===== config.mk =====
export PLATFORM = sky130hd
export DESIGN_NAME = tune_sequencer
export DESIGN_NICKNAME = d
export VERILOG_FILES = /design/src/rtl/tune_pkg.sv /design/src/rtl/tune_rom.sv /design/src/rtl/tune_sequencer.sv
export SDC_FILE = /design/constraint.sdc
export NUM_CORES = 1
export LEC_CHECK = 0
export CAP_MARGIN = 20
export CORE_UTILIZATION = 50
export DETAILED_ROUTE_END_ITERATION = 6
export GPL_ROUTABILITY_DRIVEN = 0
export PLACE_DENSITY = 0.73
export SLEW_MARGIN = 20
export SYNTH_ARGS = -nofsm -noshare
export SYNTH_HDL_FRONTEND = slang
export SYNTH_SLANG_ARGS = --single-unit

===== constraint.sdc =====
create_clock -name clk -period 4.6 [get_ports clk]
set_input_delay 1.15 -clock clk [delete_from_list [all_inputs] [get_ports clk]]
set_output_delay 1.15 -clock clk [all_outputs]
set_load 0.1 [all_outputs]

===== src/rtl/tune_pkg.sv =====
// ============================================================================
// Module  : tune_pkg
// Purpose : Shared note/state types, note half-periods and the tune tables
//           for the piezo tune sequencer.
// Revision: 1.0 - initial release
// ============================================================================
`default_nettype none

package tune_pkg;

  localparam int TUNE_HP_W      = 16;
  localparam int TUNE_DUR_W     = 26;
  localparam int TUNE_NUM_TUNES = 4;
  localparam int TUNE_MAX_NOTES = 8;

  typedef struct packed {
    logic [TUNE_HP_W-1:0]  hp;
    logic [TUNE_DUR_W-1:0] dur;
  } note_t;

  typedef enum logic [1:0] {
    IDLE   = 2'd0,
    LOAD   = 2'd1,
    PLAY   = 2'd2,
    FINISH = 2'd3
  } state_t;

  // Half-periods in 50 MHz clock cycles; a zero half-period is a rest
  localparam logic [TUNE_HP_W-1:0] HP_G6   = 16'd15944;
  localparam logic [TUNE_HP_W-1:0] HP_C7   = 16'd11945;
  localparam logic [TUNE_HP_W-1:0] HP_E7   = 16'd9480;
  localparam logic [TUNE_HP_W-1:0] HP_G7   = 16'd7972;
  localparam logic [TUNE_HP_W-1:0] HP_REST = 16'd0;

  function automatic note_t mk_note(input logic [TUNE_HP_W-1:0] hp,
                                    input logic [TUNE_DUR_W-1:0] dur);
    note_t n;
    n.hp  = hp;
    n.dur = dur;
    return n;
  endfunction

  // A zero duration terminates a tune. Tune 0 is the charge fanfare; tunes
  // 1..3 are short status chirps, tunes 2 and 3 fill the whole table.
  localparam note_t TUNE_TABLE [TUNE_NUM_TUNES][TUNE_MAX_NOTES] = '{
    '{mk_note(HP_G6, 26'd8388608),  mk_note(HP_C7, 26'd8388608),
      mk_note(HP_E7, 26'd8388608),  mk_note(HP_G7, 26'd12582912),
      mk_note(HP_E7, 26'd4194304),  mk_note(HP_G7, 26'd33554432),
      mk_note(HP_REST, 26'd0),      mk_note(HP_REST, 26'd0)},
    '{mk_note(HP_C7, 26'd16384),    mk_note(HP_REST, 26'd8192),
      mk_note(HP_E7, 26'd16390),    mk_note(HP_G7, 26'd16384),
      mk_note(HP_REST, 26'd0),      mk_note(HP_REST, 26'd0),
      mk_note(HP_REST, 26'd0),      mk_note(HP_REST, 26'd0)},
    '{mk_note(HP_G6, 26'd8192),     mk_note(HP_C7, 26'd8192),
      mk_note(HP_E7, 26'd8192),     mk_note(HP_G7, 26'd8192),
      mk_note(HP_E7, 26'd8192),     mk_note(HP_C7, 26'd8192),
      mk_note(HP_G6, 26'd8192),     mk_note(HP_C7, 26'd8192)},
    '{mk_note(HP_G7, 26'd8192),     mk_note(HP_E7, 26'd8192),
      mk_note(HP_C7, 26'd8192),     mk_note(HP_G6, 26'd8192),
      mk_note(HP_G7, 26'd8192),     mk_note(HP_E7, 26'd8192),
      mk_note(HP_C7, 26'd8192),     mk_note(HP_G6, 26'd8200)}
  };

endpackage

`default_nettype wire


===== src/rtl/tune_rom.sv =====
// ============================================================================
// Module  : tune_rom
// Purpose : Combinational tune table lookup; anything outside the selectable
//           tunes or the note range reads back as a terminator.
// Revision: 1.0 - initial release
// ============================================================================
`default_nettype none

module tune_rom
  import tune_pkg::*;
#(
  parameter int NUM_TUNES = TUNE_NUM_TUNES,
  parameter int MAX_NOTES = TUNE_MAX_NOTES,
  parameter int SEL_W     = 2,
  parameter int IDX_W     = 4
) (
  input  logic [SEL_W-1:0] i_tune_sel,
  input  logic [IDX_W-1:0] i_note_idx,
  output note_t            o_note
);

  localparam int TUNE_IW = $clog2(TUNE_NUM_TUNES);
  localparam int NOTE_IW = $clog2(TUNE_MAX_NOTES);

  logic               w_in_range;
  logic [TUNE_IW-1:0] w_tune;
  logic [NOTE_IW-1:0] w_note;

  always_comb begin
    w_in_range = (int'(i_tune_sel) < NUM_TUNES) && (int'(i_tune_sel) < TUNE_NUM_TUNES) &&
                 (int'(i_note_idx) < MAX_NOTES) && (int'(i_note_idx) < TUNE_MAX_NOTES);
    w_tune     = TUNE_IW'(i_tune_sel);
    w_note     = NOTE_IW'(i_note_idx);
    o_note     = w_in_range ? TUNE_TABLE[w_tune][w_note] : '0;
  end

endmodule

`default_nettype wire


===== src/rtl/tune_sequencer.sv =====
// ============================================================================
// Module  : tune_sequencer
// Purpose : Plays one of NUM_TUNES note tables on a differential piezo pair.
//           Optional macro TUNE_REPEAT_EN adds repeat_mode for looping tunes.
// Revision: 1.0 - initial release
// ============================================================================
`default_nettype none

module tune_sequencer
  import tune_pkg::*;
#(
  parameter  int FAST_SIM  = 0,
  parameter  int NUM_TUNES = 4,
  parameter  int MAX_NOTES = 8,
  parameter  int HP_W      = 16,
  parameter  int DUR_W     = 26,
  localparam int SEL_W     = (NUM_TUNES > 1) ? $clog2(NUM_TUNES) : 1,
  localparam int IDX_W     = $clog2(MAX_NOTES + 1)
) (
  input  logic             clk,
  input  logic             rst,
  input  logic             go,
  input  logic [SEL_W-1:0] tune_sel,
`ifdef TUNE_REPEAT_EN
  input  logic             repeat_mode,
`endif
  output logic             busy,
  output logic             done,
  output logic [IDX_W-1:0] note_idx,
  output logic             piezo,
  output logic             piezo_n
);

  localparam logic [DUR_W:0] DUR_STEP = (FAST_SIM != 0) ? (DUR_W+1)'(16) : (DUR_W+1)'(1);

  state_t           r_state;
  state_t           w_state_next;
  logic [SEL_W-1:0] r_sel;
  logic [IDX_W-1:0] r_idx;
  logic [HP_W-1:0]  r_hp;
  logic [HP_W-1:0]  r_tone_cnt;
  logic [DUR_W-1:0] r_dur;
  logic [DUR_W-1:0] r_dur_cnt;
  logic             r_tone;
  note_t            w_rom_note;
  logic [DUR_W:0]   w_dur_sum;
  logic             w_note_end;
  logic             w_tone_wrap;
  logic             w_is_term;
  logic             w_restart;
  logic             w_sounding;

  tune_rom #(
    .NUM_TUNES (NUM_TUNES),
    .MAX_NOTES (MAX_NOTES),
    .SEL_W     (SEL_W),
    .IDX_W     (IDX_W)
  ) u_rom (
    .i_tune_sel (r_sel),
    .i_note_idx (r_idx),
    .o_note     (w_rom_note)
  );

  // Extra bit on the duration sum keeps the coarse FAST_SIM step from wrapping past dur
  assign w_dur_sum   = {1'b0, r_dur_cnt} + DUR_STEP;
  assign w_note_end  = (w_dur_sum >= {1'b0, r_dur});
  assign w_tone_wrap = (r_hp != '0) && (r_tone_cnt == r_hp - HP_W'(1));
  assign w_is_term   = (w_rom_note.dur == '0) || (r_idx == IDX_W'(MAX_NOTES));
  assign w_sounding  = (r_state == PLAY) && (r_hp != '0);
`ifdef TUNE_REPEAT_EN
  assign w_restart   = w_is_term && repeat_mode;
`else
  assign w_restart   = 1'b0;
`endif

  always_ff @(posedge clk or posedge rst) begin
    if (rst) r_state <= IDLE;
    else     r_state <= w_state_next;
  end

  always_comb begin
    w_state_next = r_state;
    case (r_state)
      IDLE:    if (go) w_state_next = LOAD;
      LOAD: begin
        if (w_restart)      w_state_next = LOAD;
        else if (w_is_term) w_state_next = FINISH;
        else                w_state_next = PLAY;
      end
      PLAY:    if (w_note_end) w_state_next = LOAD;
      FINISH:  w_state_next = IDLE;
      default: w_state_next = IDLE;
    endcase
  end

  always_ff @(posedge clk or posedge rst) begin
    if (rst) begin
      r_sel      <= '0;
      r_idx      <= '0;
      r_hp       <= '0;
      r_dur      <= '0;
      r_tone_cnt <= '0;
      r_dur_cnt  <= '0;
      r_tone     <= 1'b0;
      busy       <= 1'b0;
      done       <= 1'b0;
      note_idx   <= '0;
      piezo      <= 1'b0;
      piezo_n    <= 1'b0;
    end else begin
      case (r_state)
        IDLE: begin
          if (go) begin
            r_sel <= tune_sel;
            r_idx <= '0;
          end
        end
        LOAD: begin
          r_hp       <= HP_W'(w_rom_note.hp);
          r_dur      <= DUR_W'(w_rom_note.dur);
          r_tone_cnt <= '0;
          r_dur_cnt  <= '0;
          r_tone     <= 1'b0;
          if (w_restart) r_idx <= '0;
        end
        PLAY: begin
          if (w_tone_wrap) begin
            r_tone_cnt <= '0;
            r_tone     <= ~r_tone;
          end else if (r_hp != '0) begin
            r_tone_cnt <= r_tone_cnt + HP_W'(1);
          end
          r_dur_cnt <= DUR_W'(w_dur_sum);
          if (w_note_end) r_idx <= r_idx + IDX_W'(1);
        end
        default: ;
      endcase

      // Output stage: every port is a register, one cycle behind the FSM
      busy     <= (r_state == LOAD) || (r_state == PLAY);
      done     <= (r_state == FINISH);
      note_idx <= r_idx;
      piezo    <= w_sounding & r_tone;
      piezo_n  <= w_sounding & ~r_tone;
    end
  end

endmodule

`default_nettype wire


==> metrics.md, run 1 <==
| Metric | Value |
|---|---|
| Antenna diodes | `0` |
| CP arrival | `3940 ps` |
| Critical path's slowest cell | `or3b_2` |
| Routed Antenna Nets | `0` |
| Net Count, Synth | `618` |
| Die ar. | `10800 µm²` |
| Average size of a mapped cell | `8.82 µm²` |
| Drt first pass iters | `6` |
| Worst-case headroom to the max-slew limit | `33.9%` |
| Vias per cell | `5.97` |
| Layout cells sized above 1 | `7.65%` |
| Max FO, Critical Path | `9` |
| Synth-to-Final Area Change | `6.53%` |
| Critical path's largest stage delay | `roughly 510 ps` |
| CP Cell Sequence | `ha_1, nand4_4, nor4_1, or3b_2, nor2_1, xor2_1, ha_1, a21oi_1, nor4b_2, a211oi_2, or2_1, mux2_4` |
| Setup TNS | `0 ps` |
| IO Pins | `13` |
| Critical path capture point type | `register` |
| First-pass GRT wire length | `roughly 20000 µm` |
| Fin worst setup slack | `926 ps` |
| Main synth FF type | `dfrtp_1` |
| Seq/Total Area, Yosys | `36.3%` |
| Clock root cell | `clkbuf_8` |
| Post-placement cell count | `a little over 700` |
| Startpoint Class | `register` |
| Cell variety after synth | `72` |
| YS warnings | `0` |
| Core area | `9910 µm²` |
| Mapped Area | `around 5200 µm²` |
| WL/cell | `16.1 µm` |
| #FFs+latches synth | `75` |
| # setup viols final | `0` |
| Clock Tree Buf Depth | `2` |
| Buffers on Ports | `12` |
| Hold Vio Cnt, Final | `0` |
| Post-synth top area share | `36.3%` |
| Async SR Flop Fraction | `100%` |
| NumNets Final | `615` |
| Starting Density | `52.2%` |
| Area contributors post-synth | `dfrtp_1, ha_1, nand2_1` |
| Synth Instances | `586` |
| Post-route insts no fill | `roughly 720` |
| Worst hold path class | `register to register` |
| Maximum VDD drop | `0.000237 V` |
| Placed Instance Area | `5340 µm²` |
| Worst Skew | `17.1 ps` |
| Die X | `104 µm` |
| Final Cell Area | `around 5500 µm²` |
| Post-synth EDFFs | `0` |
| Pins Over Slew Limit | `0` |
| DP Worst Slack | `936 ps` |
| Post-DP HPWL | `8190 µm` |
| Initial drt markers | `291` |
| Yosys top cell by area | `dfrtp_1` |
| Post-synth top cells | `dfrtp_1, nand2_1, o21ai_0` |
| CTS Buf Count | `9` |
| Vias | `4305` |
| Max Freq | `0.272 GHz` |
| # DRC | `0` |
| Cts hold-fix bufs | `0` |
| CTS H-tree lvls | `3` |
| Fin crit share | `between 70 and 80%` |
| Final core occ | `between 50 and 60%` |
| Clock latency on the worst-skew pair | `370 ps` |
| Clk sink count | `75` |
| Post-CTS setup buffers | `0` |
| Total track usage | `23.1%` |
| Max Cap Viol | `0` |
| Initial antenna violation count | `0` |
| Crit path time final | `3670 ps` |
| Die height | `104 µm` |
| Largest net degree at the start of global routing | `41` |
| Total Wirelength | `11600 µm` |
| Worst Hold Margin | `489 ps` |
| Worst Max-Slew Pin Slew | `989 ps` |
| CTS-repair resized insts | `0` |
| Status | `completed` |
| Number of global-route vias before repair | `4017` |
| Setup Crit Path Kind | `register to register` |
| Lkg Pwr | `approximately 2.4 nW` |
| Unrepaired setup endpoints after global routing | `no` |
| Most Frequent Cell on Critical Path | `ha_1` |
| GRT overflow | `0` |
| PD cells | `206 nW/µm²` |
| Row Count | `36` |
| Most common cell in the netlist | `dfrtp_1` |
| CTS tree | `done` |
| CP required | `slightly below 5000 ps` |
| Final Total Pwr | `1.14 mW` |
| Clock Pin Slew Worst Setup and Hold Paths | `90 ps` |
-- sequential cells by signal, summed over array words and instances, names as in the netlist --
signal / cells
r_dur_cnt: 26
r_tone_cnt: 16
r_hp: 9
r_dur: 7
note_idx: 4
r_idx: 4
r_sel: 2
r_state: 2
busy: 1
done: 1
piezo: 1
piezo_n: 1
r_tone: 1
-- cells by family (layout without fill, tap and decap cells) --
kind of cell / Yosys count / in the layout / share of synthesized area [%]
xor gates and xnor gates: 22 / 22 / 3.73
buffers and inverters: 68 / 70 / 5.69
adders and majority gates: 27 / 27 / 6.53
DFF: 75 / 75 / 36.3
AOI/OAI and AO/OA: 149 / 149 / 19.6
and+or+nand+nor: 234 / 234 / 25.7
muxes: 11 / 11 / 2.52
-- cells in the final DEF, fill, tap and decap left out, types with 3 or more instances in the layout --
cell and n:
nor3_1 9, nand4_4 5, clkdlybuf4s50_1 12, mux2i_1 7
nor4_1 6, nand2b_1 3, and3_1 18, or3_1 3
nor2_1 40, ha_1 27, o22ai_1 9, a21o_1 13
a211oi_1 4, nor2b_1 3, nand3_1 34, clkinvlp_4 3
dfrtp_1 75, nand4_1 9, o31ai_1 12, or2_2 3
buf_4 4, o2bb2ai_1 5, a21oi_1 19, clkbuf_8 9
a32o_1 4, nor3b_1 13, o21ai_0 46, xor2_1 5
inv_1 37, nand2_1 65, xnor2_1 17, o21ai_1 8
and4_1 5, a22o_1 4
-- path summary, 6_finish.rpt --
kind	from	end	slack, ps	depth (start not counted)
max	r_dur_cnt[0]$_DFFE_PP0P_	r_state[0]$_DFFE_PP0P_	930	12
min	r_tone$_DFFE_PP0P_	piezo_n$_DFF_PP0_	490	1
max reg2reg	r_dur_cnt[0]$_DFFE_PP0P_	r_state[0]$_DFFE_PP0P_	930	12
min reg2reg	r_tone$_DFFE_PP0P_	piezo_n$_DFF_PP0_	490	1
max in group asynchronous	rst	r_dur_cnt[5]$_DFFE_PP0P_	2670	3
min in group asynchronous	rst	r_dur_cnt[16]$_DFFE_PP0P_	1110	2
-- critical path: cells and delay by family (launching register included) --
kind                     cells  cell delay [ps]
flip-flops                   1              490
AO/OA/AOI/OAI                2              370
AND/OR/NAND/NOR              6             1700
XOR/XNOR                     1              170
adder cells (fa/ha/maj)      2              530
multiplexers                 1              320
-- power breakdown --
part / leakage [nW] / internal (mW) / switching [mW]
Combinational: 1.43 / 0.00430 / 0.0139
Clock: 0.0757 / 0.198 / 0.261
Sequential: 0.944 / 0.659 / 0
Total: 2.44 / 0.861 / 0.275
-- routing by layer --
layer / GRT usage [%] / up-vias / wire length (µm)
met1: 33.0 / 2059 / 5600
met3: 4.66 / 9 / 593
met4: 7.96 / 0 / 125
met5: 0 / - / 0
met2: 34.9 / 132 / 5310
li1: - / 2105 / -
-- cell type report --
type                    instances  area [µm²]
fillers                       890        4400
well taps                     133         166
multi-input cells             443        3000
clock buffers                  11         131
flip-flops and latches         75        1880
repair buffers                 16         150
inverters                      38         144
clock inverters                 5        40.0
No activity file was read; power rests on OpenSTA's default activity.
==> run 2, diff against run 1 <==
==> constraint.sdc (replaced) <==
create_clock -name clk -period 3.5 [get_ports clk]
set_input_delay 0.875 -clock clk [delete_from_list [all_inputs] [get_ports clk]]
set_output_delay 0.875 -clock clk [all_outputs]
set_load 0.1 [all_outputs]
==> metrics.md, run 2 (synthesis gave the netlist of run 1 again) <==
| Metric | Value |
|---|---|
| Status | `completed` |
| Clock latency on the worst-skew pair | `370 ps (about the same)` |
| Reg area | `1880 µm² (unchanged)` |
| Routed Antenna Nets | `0 (unchanged)` |
| Final core occ | `57.0% (+1.4 points)` |
| Total track usage | `23.6% (+0.46 points)` |
| Int Pwr | `1.20 mW (+40%)` |
| CP arrival | `3570 ps (-370 ps)` |
| Die height | `104 µm (unchanged)` |
| Crit path time final | `3320 ps (-352 ps)` |
| Clock Tree Buf Depth | `2 (unchanged)` |
| Lkg Pwr | `2.57 nW (+5.2%)` |
| Top Registers | `r_dur_cnt: 26 flops, r_tone_cnt: 16 flops, r_hp: 9 flops` |
| # setup viols final | `0 (unchanged)` |
| Post-route insts no fill | `734 (+1.8%)` |
| Initial drt markers | `309 (+6.2%)` |
| First-pass GRT wire length | `20400 µm (+2.2%)` |
| Vias per cell | `5.94 (-0.49%)` |
| Setup TNS | `0 ps (unchanged)` |
| Clock Pin Slew Worst Setup and Hold Paths | `80 ps (about the same)` |
| Post-DP HPWL | `8500 µm (+3.7%)` |
| Sequential power share | `55.1% (-2.9 points)` |
| RR Endpoint | `r_idx[3]$_DFFE_PP0P_` |
| Multi-input logic area | `3030 µm² (+0.96%)` |
| Die ar. | `10800 µm² (unchanged)` |
| Most frequent cells in the layout | `dfrtp_1, nand2_1, o21ai_0, nor2_1, inv_1` |
| Drt first pass iters | `5 (-1)` |
| Most common cell after layout, fill and taps aside | `dfrtp_1` |
| Met2 Usage GRT | `36.1% (+1.2 points)` |
| Fin crit share | `94.9% (+15 points)` |
| Total Wirelength | `12000 µm (+3.4%)` |
| Initial antenna violation count | `0 (unchanged)` |
| CTS tree | `done` |
| Starting Density | `52.2% (unchanged)` |
| Post-placement cell count | `718 (+1.8%)` |
| Max Freq | `0.301 GHz (+11%)` |
| Largest register by flop count | `r_dur_cnt` |
| Worst setup path start | `r_dur_cnt[0]$_DFFE_PP0P_` |
| Fillcell total | `889 (-0.11%)` |
| R2r startpoint | `r_dur_cnt[0]$_DFFE_PP0P_` |
| CP Cell Sequence | `ha_1, nand4_4, nor4_4, or3b_2, nor2_2, xor2_1, ha_1, a21oi_1, nor4b_4, a211oi_2, or2_4, a221o_1` |
| Met3 usage | `4.28% (-0.38 points)` |
| Max Cap Viol | `0 (unchanged)` |
| Startpoint Class | `register` |
| Reg2Reg Depth | `12 (unchanged)` |
| Layout cells sized above 1 | `11.6% (+4.0 points)` |
| Max FO, Critical Path | `6 (-3)` |
| Hold path endpoint | `piezo_n$_DFF_PP0_` |
| Number of global-route vias before repair | `4108 (+2.3%)` |
| Fin worst setup slack | `179 ps (-748 ps)` |
| Sw Pwr | `369 µW (+34%)` |
| IO Pins | `13 (unchanged)` |
| # DRC | `0 (unchanged)` |
| Unrepaired setup endpoints after global routing | `no` |
| Worst Skew | `10.6 ps (-6.50 ps)` |
| Vias | `4361 (+1.3%)` |
| CTS Buf Count | `9 (unchanged)` |
| Clk pwr share | `43.4% (+3.0 points)` |
| Row Count | `36 (unchanged)` |
| HP Start | `r_tone$_DFFE_PP0P_` |
| Routing usage on met1 | `33.9% (+0.92 points)` |
| GRT overflow | `0 (unchanged)` |
| Logic gate share of total power | `1.6% (about the same)` |
| Antenna diodes | `0 (unchanged)` |
| Most Frequent Cell on Critical Path | `ha_1` |
| Core area | `9910 µm² (unchanged)` |
| Critical path's largest stage delay | `510 ps (about the same)` |
| Critical path capture point type | `register` |
| Hold Vio Cnt, Final | `0 (unchanged)` |
| Switch share | `23.5% (-0.71 points)` |
| Worst Max-Slew Pin Slew | `1020 ps (+28.7 ps)` |
| Die X | `104 µm (unchanged)` |
| Worst hold path class | `register to register` |
| Largest net degree at the start of global routing | `42 (+2.4%)` |
| Most Used Layer, Global Route | `met2` |
| Buffers on Ports | `12 (unchanged)` |
| Clk sink count | `75 (unchanged)` |
| NumNets Final | `628 (+2.1%)` |
| WL/cell | `16.4 µm (+1.6%)` |
| DP Worst Slack | `144 ps (-792 ps)` |
| Setup Crit Path Kind | `register to register` |
| Clock root cell | `clkbuf_8` |
| Worst Hold Margin | `499 ps (+9.60 ps)` |
| Critical path's slowest cell | `or3b_2` |
| PD cells | `278 nW/µm² (+35%)` |
| Pins Over Slew Limit | `0 (unchanged)` |
| Hold path cells | `1 (unchanged)` |
| Setup slack, reg-to-reg | `180 ps (-750 ps)` |
| Maximum VDD drop | `0.000225 V (-5.2%)` |
| CP required | `3750 ps (-1110 ps)` |
| CTS H-tree lvls | `3 (unchanged)` |
| Max reg flops | `26 (unchanged)` |
| Post-CTS setup buffers | `0 (unchanged)` |
| Worst-case headroom to the max-slew limit | `32.2% (-1.7 points)` |
| Synth-to-Final Area Change | `9.24%` |
run 2: cell types whose count changed in the layout (fill, tap and decap cells not counted), sizes merged:
cell           change
clkdlybuf4s50      -8
clkinv             +1
clkinvlp           -2
buf               +21
bufinv             +1
clkbuf             -1
inv                +1
run 2: what timing repair did:
item | in CTS | in global routing
gates resized for setup | 0 | 6
hold endpoints to repair | 0 | 0
endpoints found under the setup margin | 0 | 6
hold buffers | 0 | 0
run 2: cell type report:
type	count	area share, %
clock buffers	10	2.26
inverters	38	2.55
clock inverters	6	1.15
well taps	133	2.95
multi-input cells	443	53.6
repair buffers	29	4.25
flip-flops and latches	75	33.2
run 2: worst max path at each step:
stage | end | slack (ps)
after floorplan | r_idx[3]$_DFFE_PP0P_ | 110
after global placement | r_state[0]$_DFFE_PP0P_ | 280
after detailed placement | r_state[0]$_DFFE_PP0P_ | 140
after CTS | r_state[0]$_DFFE_PP0P_ | 120
after global routing | r_idx[3]$_DFFE_PP0P_ | 20
final | r_idx[3]$_DFFE_PP0P_ | 180
run 2: layer usage:
layer  wire length [µm]  up-vias
li1                   -     2138
met1               5880     2077
met2               5410      128
met3                557       18
met4                188        0
met5                  0        -
run 2: critical path, delay by kind of cell (launching register included):
family	cells	cell delay, ps
AO/OA/AOI/OAI	3	640
XOR/XNOR	1	90
adder cells (fa/ha/maj)	2	420
flip-flops	1	360
AND/OR/NAND/NOR	6	1680
run 2: per-stage QoR:
step,power (mW),area (µm²)
finish,1.57,5650
global route,1.63,5650
CTS,1.59,5620
detailed placement,0.910,5430
global placement,0.909,5430
floorplan,0.896,5170
run 2: power by group through the flow:
stage / Sequential, mW / Combinational, mW / Clock (mW)
detailed placement: 0.883 / 0.0266 / 0
global route: 0.866 / 0.0290 / 0.731
floorplan: 0.883 / 0.0128 / 0
CTS: 0.866 / 0.0266 / 0.697
global placement: 0.883 / 0.0260 / 0
finish: 0.866 / 0.0244 / 0.682
==> run 3, diff against run 2 <==
--- a/config.mk
+++ b/config.mk
@@ -6,10 +6,10 @@
 export NUM_CORES = 1
 export LEC_CHECK = 0
 export CAP_MARGIN = 20
-export CORE_UTILIZATION = 50
+export CORE_UTILIZATION = 45
 export DETAILED_ROUTE_END_ITERATION = 6
 export GPL_ROUTABILITY_DRIVEN = 0
-export PLACE_DENSITY = 0.73
+export PLACE_DENSITY = 0.67
 export SLEW_MARGIN = 20
 export SYNTH_ARGS = -nofsm -noshare
 export SYNTH_HDL_FRONTEND = slang
==> metrics.md, run 3 (synthesis gave the netlist of run 1 again) <==
| Metric | Value |
|---|---|
| Status | `completed` |
| Cts hold-fix bufs | `0 (unchanged)` |
| Critical path's largest stage delay | `530 ps (+20 ps)` |
| Max Freq | `0.298 GHz (-0.93%)` |
| WL/cell | `16.3 µm (-0.50%)` |
| Clock Tree Buf Depth | `2 (unchanged)` |
| Top delay family on crit path | `simple AND/OR/NAND/NOR gates` |
| Worst-case headroom to the max-slew limit | `39.4% (+7.3 points)` |
| Clock Pin Slew Worst Setup and Hold Paths | `60 ps (-20 ps)` |
| Startpoint Class | `register` |
| Int Pwr | `1.46 mW (+21%)` |
| CP Buf/Inv Count | `0 (unchanged)` |
| Number of global-route vias before repair | `4193 (+2.1%)` |
| IO Pins | `13 (unchanged)` |
| Fin worst setup slack | `148 ps (-31.1 ps)` |
| Die X | `109 µm (+5.3%)` |
| Post-CTS setup buffers | `0 (unchanged)` |
| CP arrival | `3580 ps (about the same)` |
| Most frequent cells in the layout | `dfrtp_1, nand2_1, o21ai_0, nor2_1, inv_1` |
| Clk pwr share | `51.2% (+7.8 points)` |
| Worst Skew | `7.22 ps (-3.35 ps)` |
| Top Registers | `r_dur_cnt: 26 flops, r_tone_cnt: 16 flops, r_hp: 9 flops` |
| Most common cell after layout, fill and taps aside | `dfrtp_1` |
| Critical path's slowest cell | `dfrtp_1` |
| PD cells | `318 nW/µm² (+14%)` |
| Largest register by flop count | `r_dur_cnt` |
| Total track usage | `22.2% (-1.4 points)` |
| Final Total Pwr | `1.83 mW (+16%)` |
| Vias per cell | `5.95 (+0.17%)` |
| Row Count | `38 (+5.6%)` |
| Clk sink count | `75 (unchanged)` |
| Fillcell total | `1015 (+14%)` |
| Crit path time final | `3350 ps (+31.1 ps)` |
| Drt first pass iters | `5 (unchanged)` |
| Clock root cell | `clkbuf_16` |
| DP Worst Slack | `137 ps (-7.06 ps)` |
| Final Cell Area | `5750 µm² (+1.7%)` |
| Clock latency on the worst-skew pair | `340 ps (-30 ps)` |
| First-pass GRT wire length | `20300 µm (-0.57%)` |
| Total Wirelength | `12100 µm (+0.58%)` |
| Unrepaired setup endpoints after global routing | `yes` |
| Post-route insts no fill | `742 (+1.1%)` |
| CP Cell Sequence | `nand4_4, nor4_1, or3b_2, nor2_1, xor2_1, ha_1, a21oi_1, nor4b_2, a211oi_2, or2_1, mux2_4` |
| Critical path capture point type | `register` |
| GRT overflow | `0 (unchanged)` |
| Max reg flops | `26 (unchanged)` |
| Sequential power share | `47.4% (-7.7 points)` |
| Max FO, Critical Path | `7 (+1)` |
| Routed Antenna Nets | `0 (unchanged)` |
| Initial antenna violation count | `0 (unchanged)` |
| HP Start | `r_tone$_DFFE_PP0P_` |
| Logic gate share of total power | `1.3% (-0.3 points)` |
| Maximum VDD drop | `0.000252 V (+12%)` |
| # DRC | `0 (unchanged)` |
| NumNets Final | `630 (+0.32%)` |
| CTS Buf Count | `9 (unchanged)` |
| Post-placement cell count | `727 (+1.3%)` |
| Buffers on Ports | `12 (unchanged)` |
| CTS tree | `done` |
| Largest net degree at the start of global routing | `47 (+12%)` |
| Lkg Pwr | `2.60 nW (+1.1%)` |
| # setup viols final | `0 (unchanged)` |
| Sw Pwr | `368 µW (-0.28%)` |
| Pins Over Slew Limit | `0 (unchanged)` |
| Antenna diodes | `0 (unchanged)` |
| Vias | `4416 (+1.3%)` |
| Setup Crit Path Kind | `register to register` |
| R2r startpoint | `r_dur_cnt[3]$_DFFE_PP0P_` |
| Core area | `11000 µm² (+11%)` |
| Placed Instance Area | `5450 µm² (+0.44%)` |
| Hold Vio Cnt, Final | `0 (unchanged)` |
| Max Cap Viol | `0 (unchanged)` |
| Starting Density | `46.9% (-5.3 points)` |
| Die ar. | `11900 µm² (+11%)` |
| Switch share | `20.1% (-3.3 points)` |
| Initial drt markers | `325 (+5.2%)` |
| Synth-to-Final Area Change | `11.1%` |
| Worst hold path class | `register to register` |
| Worst setup path start | `r_dur_cnt[3]$_DFFE_PP0P_` |
| Fin crit share | `95.8% (+0.89 points)` |
| Die height | `109 µm (+5.3%)` |
| Post-DP HPWL | `8710 µm (+2.5%)` |
| CTS-repair resized insts | `0 (unchanged)` |
| CP required | `3730 ps (-20 ps)` |
| CTS H-tree lvls | `3 (unchanged)` |
| Worst Max-Slew Pin Slew | `909 ps (-109 ps)` |
| Layout cells sized above 1 | `11.1% (-0.52 points)` |
-- run 3: changes by cell type in the layout (fill, tap and decap cells not counted), sizes merged --
cell      before  now
buf           25   27
clkbuf        10   13
clkinv         4    2
clkinvlp       1    0
inv           38   37
-- run 3: metrics by stage --
step | utilization (%) | hold slack [ps] | setup TNS [ps]
finish | 52.1 | 495 | 0
global route | 52.1 | 519 | -1.32
CTS | 52.1 | 493 | 0
detailed placement | 49.4 | 482 | 0
global placement | 49.4 | 471 | 0
floorplan | - | 364 | 0
-- run 3: worst reg2reg max path, cell delays in order, from the launching register on --
cell and delay, ps:
dfrtp_1 530, nand4_4 150, nor4_1 370, or3b_2 510
nor2_1 200, xor2_1 170, ha_1 180, a21oi_1 40
nor4b_2 160, a211oi_2 320, or2_1 280, mux2_4 320
-- run 3: layout make-up --
| cell class | count | area [µm²] | share of cell area (%) |
|---|---|---|---|
| timing repair buffer | 31 | 255 | 4.44 |
| clock inverter | 2 | 35.0 | 0.610 |
| multi-input combinational | 443 | 3000 | 52.2 |
| clock buffer | 13 | 260 | 4.53 |
| sequential | 75 | 1880 | 32.7 |
| tap | 140 | 175 | 3.05 |
| inverter | 38 | 144 | 2.50 |
-- run 3: final timing paths --
check	to	slack (ps)	cells past startpoint
min reg2reg	piezo_n$_DFF_PP0_	490	1
min	piezo_n$_DFF_PP0_	490	1
min in group asynchronous	piezo$_DFF_PP0_	900	2
max	r_state[0]$_DFFE_PP0P_	150	11
max reg2reg	r_state[0]$_DFFE_PP0P_	150	11
max in group asynchronous	r_idx[3]$_DFFE_PP0P_	1980	3
-- run 3: metal layers --
layer	share of wire [%]	global-route usage [%]
met2	47	36.2
met3	4.8	3.89
met5	0	0
met1	46	28.6
met4	2.3	10.1
-- run 3: power groups by stage --
stage	registers (mW)	clock network, mW	logic, mW
2_1_floorplan	0.883	0	0.0128
3_3_place_gp	0.883	0	0.0256
3_5_place_dp	0.883	0	0.0258
4_1_cts	0.867	0.968	0.0259
5_1_grt	0.867	0.998	0.0285
6_report	0.867	0.937	0.0241
